<file path="src/rtl/hazard_detect_unit_pkg.sv">
// Shared pipeline package for the hazard detection / forwarding slice.
// Holds the register-file geometry, the MD counter width and the MD
// sequencer state encoding.
package hazard_detect_unit_pkg;

  localparam int REGS  = 16;
  localparam int REG_W = 4;

  // Wide enough for MD_LAT-1 with MD_LAT up to 15.
  localparam int CNT_W = 4;

  // MD sequencer states (plain constants so older tools can read them).
  localparam logic [0:0] MD_IDLE = 1'b0;
  localparam logic [0:0] MD_BUSY = 1'b1;

endpackage

</file>
<file path="src/rtl/hazard_detect_unit_if.sv">
// ID-stage / hazard-unit bundle.
//   master : pipeline side, drives the ID/EX fields, receives stall and MD status
//   slave  : hazard_detect_unit side
// Handshake: mdStart is a one-cycle issue strobe that the MD unit accepts
// unconditionally; mdWb is a one-cycle completion strobe, mdDest valid with it.
interface hazard_detect_unit_if;
  import hazard_detect_unit_pkg::*;

  logic             idValid;
  logic             idFlush;
  logic [REG_W-1:0] idReg1;
  logic [REG_W-1:0] idReg2;
  logic             idUse1;
  logic             idUse2;
  logic             idWrite;
  logic [REG_W-1:0] idDest;
  logic             idIsMd;
  logic             exMemRead;
  logic [REG_W-1:0] exRegDest;
  logic             stall;
  logic             bubble;
  logic             mdStart;
  logic             mdBusy;
  logic             mdWb;
  logic [REG_W-1:0] mdDest;

  modport master (
    output idValid, idFlush, idReg1, idReg2, idUse1, idUse2, idWrite, idDest,
           idIsMd, exMemRead, exRegDest,
    input  stall, bubble, mdStart, mdBusy, mdWb, mdDest
  );

  modport slave (
    input  idValid, idFlush, idReg1, idReg2, idUse1, idUse2, idWrite, idDest,
           idIsMd, exMemRead, exRegDest,
    output stall, bubble, mdStart, mdBusy, mdWb, mdDest
  );

endinterface

</file>
<file path="src/rtl/hazard_detect_unit_md_scoreboard.sv">
// md_scoreboard: one pending bit per architectural register, set when an MD
// op issues and cleared at the end of its writeback cycle.
//   set_en/set_idx : MD issue this cycle, destination register
//   clr_en/clr_idx : MD writeback this cycle, destination register
//   pending        : registered pending vector
// A set and clear of the same bit in one cycle leaves it set, because the
// newly issued op still owes a write to that register.
module md_scoreboard
  import hazard_detect_unit_pkg::*;
(
  input  logic             clk,
  input  logic             rst,
  input  logic             set_en,
  input  logic [REG_W-1:0] set_idx,
  input  logic             clr_en,
  input  logic [REG_W-1:0] clr_idx,
  output logic [REGS-1:0]  pending
);

  logic [REGS-1:0] pending_q;
  logic [REGS-1:0] pending_d;

  always_comb begin
    pending_d = pending_q;
    if (clr_en) pending_d[clr_idx] = 1'b0;
    // Applied last so it overrides a clear of the same bit.
    if (set_en) pending_d[set_idx] = 1'b1;
  end

  always_ff @(posedge clk) begin
    if (rst) pending_q <= '0;
    else     pending_q <= pending_d;
  end

  assign pending = pending_q;

endmodule

</file>
<file path="src/rtl/hazard_detect_unit.sv">
// hazard_detect_unit: stalls ID for hazards forwarding cannot cover (load-use
// against EX, RAW/WAW against the fixed-latency MD unit, MD structural) and
// owns the MD issue sequencer.
//   clk, rst      : clock, synchronous active-high reset
//   bus (slave)   : ID/EX fields in; stall, bubble, mdStart, mdBusy, mdWb, mdDest out
//   dbg_md_state  : current MD sequencer state
module hazard_detect_unit
  import hazard_detect_unit_pkg::*;
#(
  parameter int MD_LAT = 8
) (
  input  logic                 clk,
  input  logic                 rst,
  hazard_detect_unit_if.slave  bus,
  output logic [0:0]           dbg_md_state
);

  localparam logic [CNT_W-1:0] CNT_LOAD = CNT_W'(MD_LAT - 1);

  logic [0:0]       state_q,   state_d;
  logic [CNT_W-1:0] cnt_q,     cnt_d;
  logic             md_wb_q,   md_wb_d;
  logic [REG_W-1:0] md_dest_q, md_dest_d;

  logic [REGS-1:0]  pending;
  logic             md_busy;
  logic             id_live;
  logic             load_use, raw_md, waw_md, md_struct;
  logic             stall_c, md_start_c;

  assign md_busy = (state_q == MD_BUSY);

  // Hazard terms; all gated by a live (valid, unflushed) ID instruction.
  always_comb begin
    id_live   = bus.idValid && !bus.idFlush;
    load_use  = bus.exMemRead &&
                ((bus.idUse1 && (bus.idReg1 == bus.exRegDest)) ||
                 (bus.idUse2 && (bus.idReg2 == bus.exRegDest)));
    raw_md    = (bus.idUse1 && pending[bus.idReg1]) ||
                (bus.idUse2 && pending[bus.idReg2]);
    waw_md    = bus.idWrite && pending[bus.idDest];
    // The writeback cycle frees the unit, so an MD op may issue back-to-back.
    md_struct = bus.idIsMd && md_busy && !md_wb_q;
    stall_c   = id_live && (load_use || raw_md || waw_md || md_struct);
    md_start_c = id_live && bus.idIsMd && !stall_c;
  end

  // MD sequencer: count MD_LAT-1 down to 0; mdWb is registered so it is
  // predicted one cycle early from the next-state values.
  always_comb begin
    state_d   = state_q;
    cnt_d     = cnt_q;
    md_dest_d = md_dest_q;
    if (md_start_c) begin
      state_d   = MD_BUSY;
      cnt_d     = CNT_LOAD;
      md_dest_d = bus.idDest;
    end else if (md_wb_q) begin
      state_d = MD_IDLE;
    end else if (md_busy && (cnt_q != '0)) begin
      cnt_d = cnt_q - 1'b1;
    end
    md_wb_d = (state_d == MD_BUSY) && (cnt_d == '0);
  end

  always_ff @(posedge clk) begin
    if (rst) begin
      state_q   <= MD_IDLE;
      cnt_q     <= '0;
      md_wb_q   <= 1'b0;
      md_dest_q <= '0;
    end else begin
      state_q   <= state_d;
      cnt_q     <= cnt_d;
      md_wb_q   <= md_wb_d;
      md_dest_q <= md_dest_d;
    end
  end

  md_scoreboard u_scoreboard (
    .clk     (clk),
    .rst     (rst),
    .set_en  (md_start_c),
    .set_idx (bus.idDest),
    .clr_en  (md_wb_q),
    .clr_idx (md_dest_q),
    .pending (pending)
  );

  assign bus.stall    = stall_c;
  assign bus.bubble   = stall_c;
  assign bus.mdStart  = md_start_c;
  assign bus.mdBusy   = md_busy;
  assign bus.mdWb     = md_wb_q;
  assign bus.mdDest   = md_dest_q;
  assign dbg_md_state = state_q;

endmodule

</file>
<file path="src/flat_wrapper.sv">
// flat-port wrapper written by rule: the top's interface ports become plain ports
module hazard_detect_unit_flat import hazard_detect_unit_pkg::*;
#(
  parameter int MD_LAT = 8
)
  (clk, rst, dbg_md_state, bus_idValid, bus_idFlush, bus_idReg1, bus_idReg2, bus_idUse1, bus_idUse2, bus_idWrite, bus_idDest, bus_idIsMd, bus_exMemRead, bus_exRegDest, bus_stall, bus_bubble, bus_mdStart, bus_mdBusy, bus_mdWb, bus_mdDest);
  hazard_detect_unit_if bus_i ();
  input  logic clk;
  input  logic rst;
  output logic [0:0] dbg_md_state;
  input wire logic [$bits(bus_i.idValid)-1:0] bus_idValid;
  input wire logic [$bits(bus_i.idFlush)-1:0] bus_idFlush;
  input wire logic [$bits(bus_i.idReg1)-1:0] bus_idReg1;
  input wire logic [$bits(bus_i.idReg2)-1:0] bus_idReg2;
  input wire logic [$bits(bus_i.idUse1)-1:0] bus_idUse1;
  input wire logic [$bits(bus_i.idUse2)-1:0] bus_idUse2;
  input wire logic [$bits(bus_i.idWrite)-1:0] bus_idWrite;
  input wire logic [$bits(bus_i.idDest)-1:0] bus_idDest;
  input wire logic [$bits(bus_i.idIsMd)-1:0] bus_idIsMd;
  input wire logic [$bits(bus_i.exMemRead)-1:0] bus_exMemRead;
  input wire logic [$bits(bus_i.exRegDest)-1:0] bus_exRegDest;
  output wire logic [$bits(bus_i.stall)-1:0] bus_stall;
  output wire logic [$bits(bus_i.bubble)-1:0] bus_bubble;
  output wire logic [$bits(bus_i.mdStart)-1:0] bus_mdStart;
  output wire logic [$bits(bus_i.mdBusy)-1:0] bus_mdBusy;
  output wire logic [$bits(bus_i.mdWb)-1:0] bus_mdWb;
  output wire logic [$bits(bus_i.mdDest)-1:0] bus_mdDest;
  assign bus_i.idValid = bus_idValid;
  assign bus_i.idFlush = bus_idFlush;
  assign bus_i.idReg1 = bus_idReg1;
  assign bus_i.idReg2 = bus_idReg2;
  assign bus_i.idUse1 = bus_idUse1;
  assign bus_i.idUse2 = bus_idUse2;
  assign bus_i.idWrite = bus_idWrite;
  assign bus_i.idDest = bus_idDest;
  assign bus_i.idIsMd = bus_idIsMd;
  assign bus_i.exMemRead = bus_exMemRead;
  assign bus_i.exRegDest = bus_exRegDest;
  assign bus_stall = bus_i.stall;
  assign bus_bubble = bus_i.bubble;
  assign bus_mdStart = bus_i.mdStart;
  assign bus_mdBusy = bus_i.mdBusy;
  assign bus_mdWb = bus_i.mdWb;
  assign bus_mdDest = bus_i.mdDest;
  hazard_detect_unit #(.MD_LAT(MD_LAT)) u_core (.clk(clk), .rst(rst), .bus(bus_i), .dbg_md_state(dbg_md_state));
endmodule
</file>
<file path="config.mk">
export PLATFORM = sky130hd
export DESIGN_NAME = hazard_detect_unit_flat
export DESIGN_NICKNAME = d
export VERILOG_FILES = /design/src/rtl/hazard_detect_unit_pkg.sv /design/src/rtl/hazard_detect_unit_if.sv /design/src/rtl/hazard_detect_unit_md_scoreboard.sv /design/src/rtl/hazard_detect_unit.sv /design/src/flat_wrapper.sv
export SDC_FILE = /design/constraint.sdc
export NUM_CORES = 1
export LEC_CHECK = 0
export BUFFER_PORTS_ARGS = -buffer_cell sky130_fd_sc_hd__buf_2
export CORE_MARGIN = 8
export CORE_UTILIZATION = 55
export DETAILED_ROUTE_END_ITERATION = 8
export PLACE_DENSITY_LB_ADDON = 0.05
export SKIP_CTS_REPAIR_TIMING = 1
export SYNTH_ARGS = -nofsm -noshare
export SYNTH_HDL_FRONTEND = slang
export SYNTH_SLANG_ARGS = --single-unit
</file>
<file path="constraint.sdc">
create_clock -name clk -period 2.6 [get_ports clk]
set_input_delay 0 -clock clk [delete_from_list [all_inputs] [get_ports clk]]
set_output_delay 0 -clock clk [all_outputs]
set_load 0.005 [all_outputs]
</file>
-- After elaboration in Yosys (flattened, before gate mapping)
Cells that the tools add are included.
- register bits: 26
- input port bits: 25
- output and inout port bits: 10
- word-level logic and storage cells: 60
- add/sub/neg operators: 1
- $lt $le $gt $ge: 6
- equal/unequal tests: 2
- multiplexer cells: 17
- bitwise logic cells: 3
- reduce and logical (&&, ||, !) cells: 26
- operators with widths (cell ; number):
    $mux W16 ; 2
    $lt A4 B5 Y1 const B ; 4
    $and A16 B16 Y16 ; 1
    $logic_and A1 B1 Y1 ; 16
    $not A16 Y16 ; 1
    $or A16 B16 Y16 ; 1
    $bmux W1 S4 ; 3
    $mux W4 ; 3
    $demux W1 S4 ; 2
    $eq A4 B4 Y1 ; 2
    $ge A4 B1 Y1 const B ; 2
    $mux W1 ; 7
    $logic_or A1 B1 Y1 ; 5
    $logic_not A4 Y1 ; 1
    $reduce_bool A4 Y1 ; 1
    $sub A4 B1 Y4 const B ; 1
    $logic_not A1 Y1 ; 3

-- Depth between registers and ports, before layout
- depth after elaboration: 13
- mapped depth: 9
- depth with buffers taken out: 7

-- By module
A second synthesis with hierarchy kept.
- cell total of the unflattened synthesis: 206
- area total of the unflattened synthesis: 1840.5 µm²
- by module, submodules not included (module ; instances ; cells an instance ; area an instance (µm²) ; seq. area each (µm²)):
    hazard_detect_unit ; 1 ; 136 ; 1177.4 ; 200.2
    md_scoreboard ; 1 ; 70 ; 663.1 ; 320.3

-- Worst setup path before layout
No wires, ideal clock.
- path type: register -> register
- from: reg u_core.u_scoreboard.pending_q[15], in the netlist u_core.u_scoreboard.pending[15]
- to: reg u_core.md_dest_q[0], in the netlist u_core.bus.mdDest[0]
- setup time: 72 ps
- arrival: 2010 ps
- required time: 2528 ps
- setup slack: 518 ps
- cell stages (with the launch flop): 9
- path buffers: 1
- clock period less this slack: 2082 ps
- cells stage by stage: dfxtp_1 > mux4_2 > nand2b_1 > o311ai_1 > nand4_1 > or4_1 > buf_6 > inv_6 > mux2i_1
- longest elaborated chain between the ends: 10
- elaborated cells on any way between the ends: 16
- those cells by class: mux (6); reduce/logical (10)
- ends and longest elaborated chain (what ; RTL line ; source):
    from (decl) ; hazard_detect_unit_md_scoreboard.sv:20 ; logic [REGS-1:0] pending_q;
    from (signal assigned) ; hazard_detect_unit_md_scoreboard.sv:32 ; else pending_q <= pending_d;
    $bmux W1 S4, on equally long branches ; hazard_detect_unit.sv:39, hazard_detect_unit.sv:40 ;
    $mux W1, on equally long branches ; hazard_detect_unit.sv:39, hazard_detect_unit.sv:40 ;
    $logic_and A1 B1 Y1, on equally long branches ; hazard_detect_unit.sv:39, hazard_detect_unit.sv:40 ;
    $logic_or A1 B1 Y1 ; hazard_detect_unit.sv:39 ; raw_md = (bus.idUse1 && pending[bus.idReg1]) ||
    $logic_or A1 B1 Y1 ; hazard_detect_unit.sv:44 ; stall_c = id_live && (load_use || raw_md || waw_md || md_struct);
    $logic_or A1 B1 Y1 (*) (2 in series) ; hazard_detect_unit.sv:44 ;
    $logic_and A1 B1 Y1 (*) ; hazard_detect_unit.sv:44 ;
    $logic_not A1 Y1 (*) ; hazard_detect_unit.sv:45 ; md_start_c = id_live && bus.idIsMd && !stall_c;
    $logic_and A1 B1 Y1 (*) ; hazard_detect_unit.sv:45 ;
    named net bus_mdStart ; flat_wrapper.sv:24 ; output wire logic [$bits(bus_i.mdStart)-1:0] bus_mdStart;
    to (signal assigned) ; hazard_detect_unit.sv:76 ; md_dest_q <= md_dest_d;
    to (decl) ; hazard_detect_unit.sv:23 ; logic [REG_W-1:0] md_dest_q, md_dest_d;
The timed path passes the listed nets; every way through them passes the cells marked *. The select of a mux whose other input is x is not followed.
A chain may end at the register's enable or synchronous reset.

-- Worst setup path in the final report
- from: reg u_core.u_scoreboard.pending_q[10], in the netlist u_core.u_scoreboard.pending[10]
- to: out bus_mdStart
- longest elaborated chain between the ends: 10
- elaborated cells on any way between the ends: 16
- those cells by class: mux (6); reduce/logical (10)
- ends and longest elaborated chain (what ; RTL line):
    $bmux W1 S4, on equally long branches ; hazard_detect_unit.sv:39, hazard_detect_unit.sv:40
    $mux W1, on equally long branches ; hazard_detect_unit.sv:39, hazard_detect_unit.sv:40
    $logic_and A1 B1 Y1, on equally long branches ; hazard_detect_unit.sv:39, hazard_detect_unit.sv:40
    $logic_or A1 B1 Y1 ; hazard_detect_unit.sv:39
    $logic_or A1 B1 Y1 ; hazard_detect_unit.sv:44
    $logic_or A1 B1 Y1 (*) (2 in series) ; hazard_detect_unit.sv:44
    $logic_and A1 B1 Y1 (*) ; hazard_detect_unit.sv:44
    $logic_not A1 Y1 (*) ; hazard_detect_unit.sv:45
    $logic_and A1 B1 Y1 (*) ; hazard_detect_unit.sv:45
    to (decl) ; flat_wrapper.sv:24
Every way passes the cells marked *; elsewhere a longest branch is shown, timed or not. The select of a mux whose other input is x is not followed.

==> flow_summary.ini <==
[status]
outcome = complete, no violations

[route]
via_per_inst = 6.12
wl_per_cell_um = 17.3
dr.pass1.iters = 4
drc = 0
vias = 1694
wl_um = 4800
ant_nets = 0
drt_iter0_drc = 161

[placement]
globalplace.congestion = 0.953
port-buffer-count = 34
dpl-instance-area_mm2 = 0.00200
hpwl_um = 3780

[worst_setup_path]
cp.arrival_ns = 2.39
cp_max_fo = 9
cp_slowest_stage_delay_ns = 0.52
critPathKind = reg2out
r2r_slack_ns = 0.37
required_ns = 2.60
path_buf_inv = 2
cpMaxStageDelayCell = or4_4
cp-end-kind = output pin
start_kind = flop
cpLargestDelayFamily = simple AND/OR/NAND/NOR gates
crit_chain = mux4_2, o22ai_1, or4b_1, nand4_1, or4_4, inv_6, buf_2

[logic_synthesis]
ys_seq_elements = 26
synthAdderAreaFrac = 0.00677
synth_nets = 231
synth_edf_count = 0
yosys-mux-area-fraction = 0.151
synth_compound_gate_area_share = 0.215
yosysTopAreaCell = dfxtp_1
synthXorXnorAreaFrac = 0.0521
ys_dominant_reg_cell = dfxtp_1
synth_simple_gate_area_frac = 0.221
synth_top_family_by_area = simple AND/OR/NAND/NOR gates
syn_inst = 205
synth_area_mm2 = 0.00185
ys_warn_count = 0
yosysSeqAreaShare = 0.282
yosysUniqueCellTypes = 44
syn_area_per_cell_um2 = 9.01
synth_area_leaders = dfxtp_1 28%, mux4_2 7.3%, o22ai_2 6.8%
async_reset_ff_frac = 0
synth_top_area_frac = 0.282

[floorplan]
core-area_mm2 = 0.00328
num_rows = 21
fp.dieW_um = 74.0
die_h_um = 74.0
die_area_mm2 = 0.00547
ios = 35
initial_utilization = 0.563

[grt]
grt_pass1_vias = 1674
antenna_found_initial = 0
grt_remaining_overflow = 0
grt_pass1_wl_um = 7980
grt_max_degree = 47
grt.total_usage = 0.183

[final_layout]
syn2layout_area_growth_pct = 10.4
final_common_cell = buf_2
antenna_cells = 0
final_cell_mix = 34 x buf_2, 26 x dfxtp_1, 18 x o21ai_0
nNetsFinal = 258
final_util = 0.621
design_area_mm2 = 0.00204
layout-drive-gt1-share = 0.273

[timing]
finalCritPeriodShare = 0.920
worst_pin_slew_ns = 0.768
finalCriticalPeriod_ns = 2.39
rsz0062_at_grt = false
finalSetupViolCount = 0
drv_slew = 0
finalHoldViolations = 0
timing.slew.headroom = 0.488
finClkSkew_ns = 0.0151
fin_tns_setup_ns = 0
max_freq_mhz = 418

[power]
power-per-cell-area_mw_per_mm2 = 384
p_leak_uw = 0.000751
ir_worst_vdd_v = 0.000322

[min_path]
hp-class = in2reg

[run]
max_cap_viol_count = 0

[clock_network]
cts_tree = built
h-tree-depth = 1
cts_sinks = 26
root_buffer = clkbuf_4
worstSkewPairLatency_ns = 0.33
clkTransAtPathRegs_ns = 0.15
clock_tree.buffer_depth = 2
numCtsBuffers = 3
## cell usage after synthesis, types with 2 or more instances
| master | n |
|---|---|
| nor2_1 | 5 |
| dfxtp_1 | 26 |
| o21ai_0 | 18 |
| buf_4 | 2 |
| nand3b_1 | 2 |
| nand2b_1 | 15 |
| mux4_2 | 6 |
| o2111ai_1 | 2 |
| a21oi_1 | 5 |
| o22ai_1 | 4 |
| xnor2_1 | 3 |
| nand4_1 | 3 |
| nand2_1 | 8 |
| o2bb2ai_1 | 3 |
| clkbuf_1 | 7 |
| mux2_2 | 2 |
| nand3_1 | 3 |
| inv_1 | 9 |
| or4_1 | 5 |
| nor2b_1 | 4 |
| a22oi_1 | 2 |
| mux2i_1 | 11 |
| or3_1 | 9 |
| xor2_1 | 8 |
| buf_6 | 4 |
| a31oi_1 | 3 |
| nor3_1 | 9 |
| or2_2 | 2 |
| o22ai_2 | 10 |
## sequential cells by signal (all words and copies together) (netlist names)
name	count
u_core.bus.mdBusy	1
u_core.bus.mdDest	4
u_core.bus.mdWb	1
u_core.cnt_q	4
u_core.u_scoreboard.pending	16
## kinds of logic (layout without fill, tap and decap cells)
| kind of cell | count (synthesis) | count (layout) |
|---|---|---|
| adder cells (fa/ha/maj) | 1 | 1 |
| AND/OR/NAND/NOR | 70 | 70 |
| AO/OA/AOI/OAI | 53 | 53 |
| XOR/XNOR | 11 | 11 |
| buffers and inverters | 24 | 50 |
| multiplexers | 20 | 20 |
| flip-flops | 26 | 26 |
## worst paths after layout
kind	startpoint	depth (start not counted)	to
max	u_core.u_scoreboard.pending[10]$_SDFF_PP0_	7	bus_mdStart
min	bus_idDest[0]	3	u_core.bus.mdDest[0]$_SDFFE_PP0N_
min reg2reg	u_core.u_scoreboard.pending[7]$_SDFF_PP0_	2	u_core.u_scoreboard.pending[7]$_SDFF_PP0_
max reg2reg	u_core.u_scoreboard.pending[10]$_SDFF_PP0_	7	u_core.u_scoreboard.pending[14]$_SDFF_PP0_
## layer usage
metal  vias up  global-route usage  routed length (um)
met1       791               0.236                2010
met3        10              0.0270                 340
li1        826                   -                   -
met5         -                   0                   0
met2        67               0.298                2350
met4         0              0.0687                  96
## worst register-to-register path: cells and delay by family (launching register included)
family	cells	cell delay, ns
compound gates	2	0.27
buf+inv	1	0.24
flops	1	0.38
mux	1	0.49
simple gates	3	0.77
## metrics by stage
stage	cells	total power, uW	hold WS [ns]	worst slack [ns]
after global routing	277	820	0.0134	0.0808
after global placement	273	578	0.246	0.218
final	277	784	0.00575	0.209
after detailed placement	273	582	0.252	0.169
after CTS	277	786	0.00129	-0.0518
after floorplan	205	532	0.0410	0.518
## cell type report
| cell class | instances | area (um^2) |
|---|---|---|
| fill | 305 | 1240 |
| clock buffer | 4 | 36.3 |
| inverter | 10 | 42.5 |
| multi-input combinational | 155 | 1200 |
| timing repair buffer | 36 | 185 |
| tap | 46 | 57.6 |
| sequential | 26 | 520 |
## where the power goes
group	switching (uW)	internal [uW]	total, uW
registers	10.9	407	418
logic	90.3	67.2	158
clock network	122	85.7	208
No activity file was read; power rests on OpenSTA's default activity.
